### src/rtl/mux_b.sv
// Operand-B source selector: picks a, b or c onto the ALU B bus under a 2-bit select,
// with a registered copy of the result and a sticky illegal-select flag.
module mux_b #(
    parameter int unsigned WIDTH = 16
) (
    input  logic             clk,
    input  logic             rst,
    input  logic [WIDTH-1:0] a,
    input  logic [WIDTH-1:0] b,
    input  logic [WIDTH-1:0] c,
    input  logic [1:0]       s,
    input  logic             en,
    input  logic             clr_err,
    output logic [WIDTH-1:0] d,
    output logic [WIDTH-1:0] d_q,
    output logic             sel_err
);

    logic             sel_illegal;
    logic [WIDTH-1:0] d_q_d;
    logic [WIDTH-1:0] d_q_q;
    logic             sel_err_d;
    logic             sel_err_q;

    assign sel_illegal = (s == 2'b11);

    // Select 11 drives zeros so the bus is always defined.
    always_comb begin
        d = '0;
        case (s)
            2'b00:   d = a;
            2'b01:   d = b;
            2'b10:   d = c;
            default: d = '0;
        endcase
    end

    always_comb begin
        d_q_d = d_q_q;
        if (en) begin
            d_q_d = d;
        end
    end

    // Setting has priority over a simultaneous clear.
    always_comb begin
        sel_err_d = sel_err_q;
        if (sel_illegal) begin
            sel_err_d = 1'b1;
        end else if (clr_err) begin
            sel_err_d = 1'b0;
        end
    end

    always_ff @(posedge clk or posedge rst) begin
        if (rst) begin
            d_q_q     <= '0;
            sel_err_q <= 1'b0;
        end else begin
            d_q_q     <= d_q_d;
            sel_err_q <= sel_err_d;
        end
    end

    assign d_q     = d_q_q;
    assign sel_err = sel_err_q;

endmodule

### config.mk
export PLATFORM = sky130hd
export DESIGN_NAME = mux_b
export DESIGN_NICKNAME = d
export VERILOG_FILES = /design/src/rtl/mux_b.sv
export SDC_FILE = /design/constraint.sdc
export NUM_CORES = 1
export LEC_CHECK = 0
export BUFFER_PORTS_ARGS = -buffer_cell sky130_fd_sc_hd__buf_2
export CAP_MARGIN = 10
export CORE_ASPECT_RATIO = 0.9
export CORE_MARGIN = 5
export CORE_UTILIZATION = 35
export CTS_CLUSTER_SIZE = 40
export DETAILED_ROUTE_END_ITERATION = 16
export PLACE_DENSITY_LB_ADDON = 0.05
export SLEW_MARGIN = 30
export SYNTH_ARGS = -nofsm -noshare
export SYNTH_HDL_FRONTEND = slang
export SYNTH_SLANG_ARGS = --single-unit
export TNS_END_PERCENT = 100
### constraint.sdc
create_clock -name clk -period 1.42 [get_ports clk]
set_clock_uncertainty 0.2 [all_clocks]
set_input_delay 0.355 -clock clk [delete_from_list [all_inputs] [get_ports clk]]
set_output_delay 0.355 -clock clk [all_outputs]
set_load 0.05 [all_outputs]
==> flow_summary.yaml <==
pwr:
  total_power_mw: 2.14
  leakagePower_nw: 1.20
  ir_worst_vdd_uv: 400
  p_per_area_mw_per_mm2: 783
clock_tree:
  cts.sinks: 17
  numCtsBuffers: 3
  cts_tree: "yes"
  path_clk_slew_ps: 60
  insertion_delay_ps: 260
  clockRootBuffer: "clkbuf_8"
  cts.path.max_buffers: 2
  h-tree-depth: 1
floorplanning:
  core_area_mm2: 0.00345
  die_x_um: 73.7
  die_height_um: 67.4
  dieArea_mm2: 0.00497
  num_io_pins: 87
  rows: 20
  start_util: 0.371
setup_path:
  crit_path_max_incr_delay_ps: 210
  crit_chain: "buf_8 -> buf_12 -> nor2b_4 -> clkbuf_16 -> o2bb2ai_4 -> buf_6"
  cp_top_family: "buffers and inverters"
  startpoint: "s[1]"
  crit_required_ps: 870
  path_buf_inv: 4
  path_class: "input pin to output port"
  critPathLaunchType: "input pin"
  crit_path_max_fanout: 8
  cp-end-kind: "output port"
  cpMaxStageDelayCell: "clkbuf_16"
  rr_startpoint: "d_q[15]"
  arrival_ps: 1280
routing:
  firstDrtPassIters: 4
  remaining_drc_errors: 0
  wire_per_inst_um: 18.3
  ant_nets: 0
  detail_route.vias_per_cell: 5.47
  finalWirelength_um: 4950
  drt-initial-drc-count: 110
  num_vias: 1482
yosys:
  synth_edf_count: 0
  ys_top_cells_by_count: "17 x dfrtp_1, 16 x mux2i_1, 16 x nand2b_1, 16 x nand4b_1, 16 x o2bb2ai_1"
  ys.flop_type: "dfrtp_1"
  synth_compound_area_frac: 0.246
  ys_warn_count: 0
  synth_top_area_share: 0.332
  synth_top_family_by_area: "compound AO/OA/AOI/OAI gates"
  syn_nets: 172
  yosys-top-cells-area: "dfrtp_1 33%, mux2i_1 13%, nand4b_1 11%, o2bb2ai_1 11%, o211ai_2 9.8%"
  synth_cell_types: 16
  syn_area_per_cell_um2: 10.8
  synthArstFlopShare: 1.00
  synth_most_common_cell: "dfrtp_1"
  synth-seq-cells: 17
  synthAdderAreaFrac: 0
  yosysSeqAreaShare: 0.332
  syn_area_mm2: 0.00128
  synth_simple_gate_area_frac: 0.206
  synth_xor_area_frac: 0
  syn_inst: 118
  synth.area.mux_share: 0.125
  synth_area_leader_cell: "dfrtp_1"
finish:
  regArea_um2: 425
  fillers: 213
  syn_to_final_growth_pct: 113
  n_antenna_cell: 0
  num-nets-final: 282
  finish.utilization: 0.789
  multi_input_area_mm2: 0.00116
  final_cell_area_mm2: 0.00273
  drive_above_1_share: 0.722
placement:
  dpl.hpwl_um: 3530
  dp_slack_ps: -531
  place.gp.congestion: 0.838
  port_buffers: 86
  place_area_mm2: 0.00234
timing:
  min_period_ps: 1840
  rsz0062_at_grt: "true"
  timing.slew.headroom: 0.770
  final-setup-viol-count: 16
  max_freq_mhz: 544
  max_slew.worst_pin.slew_ps: 336
  fin_ws_ps: -417
  drv_slew: 0
  finalHoldViolCount: 0
  period_share: 1.29
  tns_ps: -6280
global_routing:
  grt_overflow: 0
  grt_pass1_vias: 1624
  track_usage: 0.194
  antenna_found_initial: 0
  grt_max_degree: 20
  grt_pass1_wl_um: 7550
status:
  violations: "setup timing"
  status: "finished with violations"
flow_run:
  drv_cap: 0
hold_path:
  hp-start: "clr_err"
  hp-class: "input pin to register"
path summary, 6_finish.rpt:
path                            endpoint  slack (ps)  depth (start not counted)
worst max register to register   d_q[15]         500                          2
worst min register to register    d_q[6]         320                          2
worst min-delay path             sel_err         110                          2
worst max-delay path               d[10]        -420                          6
min in group asynchronous        sel_err         430                          4
max in group asynchronous         d_q[3]         440                          4
through the flow:
step           hold slack (ps)  std cells
3_5_place_dp               147        259
6_report                   107        271
4_1_cts                    105        269
3_3_place_gp               152        259
2_1_floorplan             81.1        118
5_1_grt                    114        271
layout make-up:
cell class,count,area share
clock buffer,3,0.0151
clock inverter,1,0.00184
sequential,17,0.156
inverter,2,0.00275
multi-input combinational,84,0.425
timing repair buffer,120,0.380
tap,44,0.0202
layout by cell type (no fill, tap or decap), types with 6 or more instances in the layout:
| cell type | synthesis | layout |
|---|---|---|
| dfrtp_1 | 17 | 17 |
| buf_4 | 3 | 28 |
| buf_8 | 0 | 13 |
| buf_12 | 0 | 8 |
| buf_6 | 5 | 13 |
| nand2b_1 | 16 | 16 |
| o211ai_2 | 10 | 10 |
| o211ai_1 | 6 | 6 |
| mux2i_4 | 0 | 7 |
| o2bb2ai_4 | 0 | 16 |
| mux2i_2 | 0 | 6 |
| nand4b_1 | 16 | 16 |
| buf_2 | 2 | 53 |
registers in the layout (all words and copies together) (netlist names):
signal / cells
sel_err: 1
d_q: 16
power breakdown:
part	internal, mW	total [mW]	switching, mW
clock network	0.195	0.383	0.187
registers	0.538	0.575	0.0368
logic	0.513	1.18	0.666
total	1.25	2.14	0.890
routing by layer:
layer	wire length, um	vias up	global-route usage	part of all wire
met3	305	10	0.0223	0.062
li1	-	685	-	-
met4	95	0	0.0656	0.019
met2	2580	63	0.351	0.52
met5	0	-	0	0
met1	1970	724	0.239	0.40
logic make-up after synthesis:
kind of cell / after synthesis
buffers and inverters: 17
muxes: 16
DFF: 17
AOI/OAI and AO/OA: 33
and+or+nand+nor: 35
timing repair:
action	in CTS	in global routing
endpoints found under the hold margin	17	0
gates cloned	1	0
buffers inserted	4	2
resized for setup	50	29
setup endpoints to repair	27	35
pin swaps	2	4
hold buffers	1	0
Power figures use the tool's default switching activity.
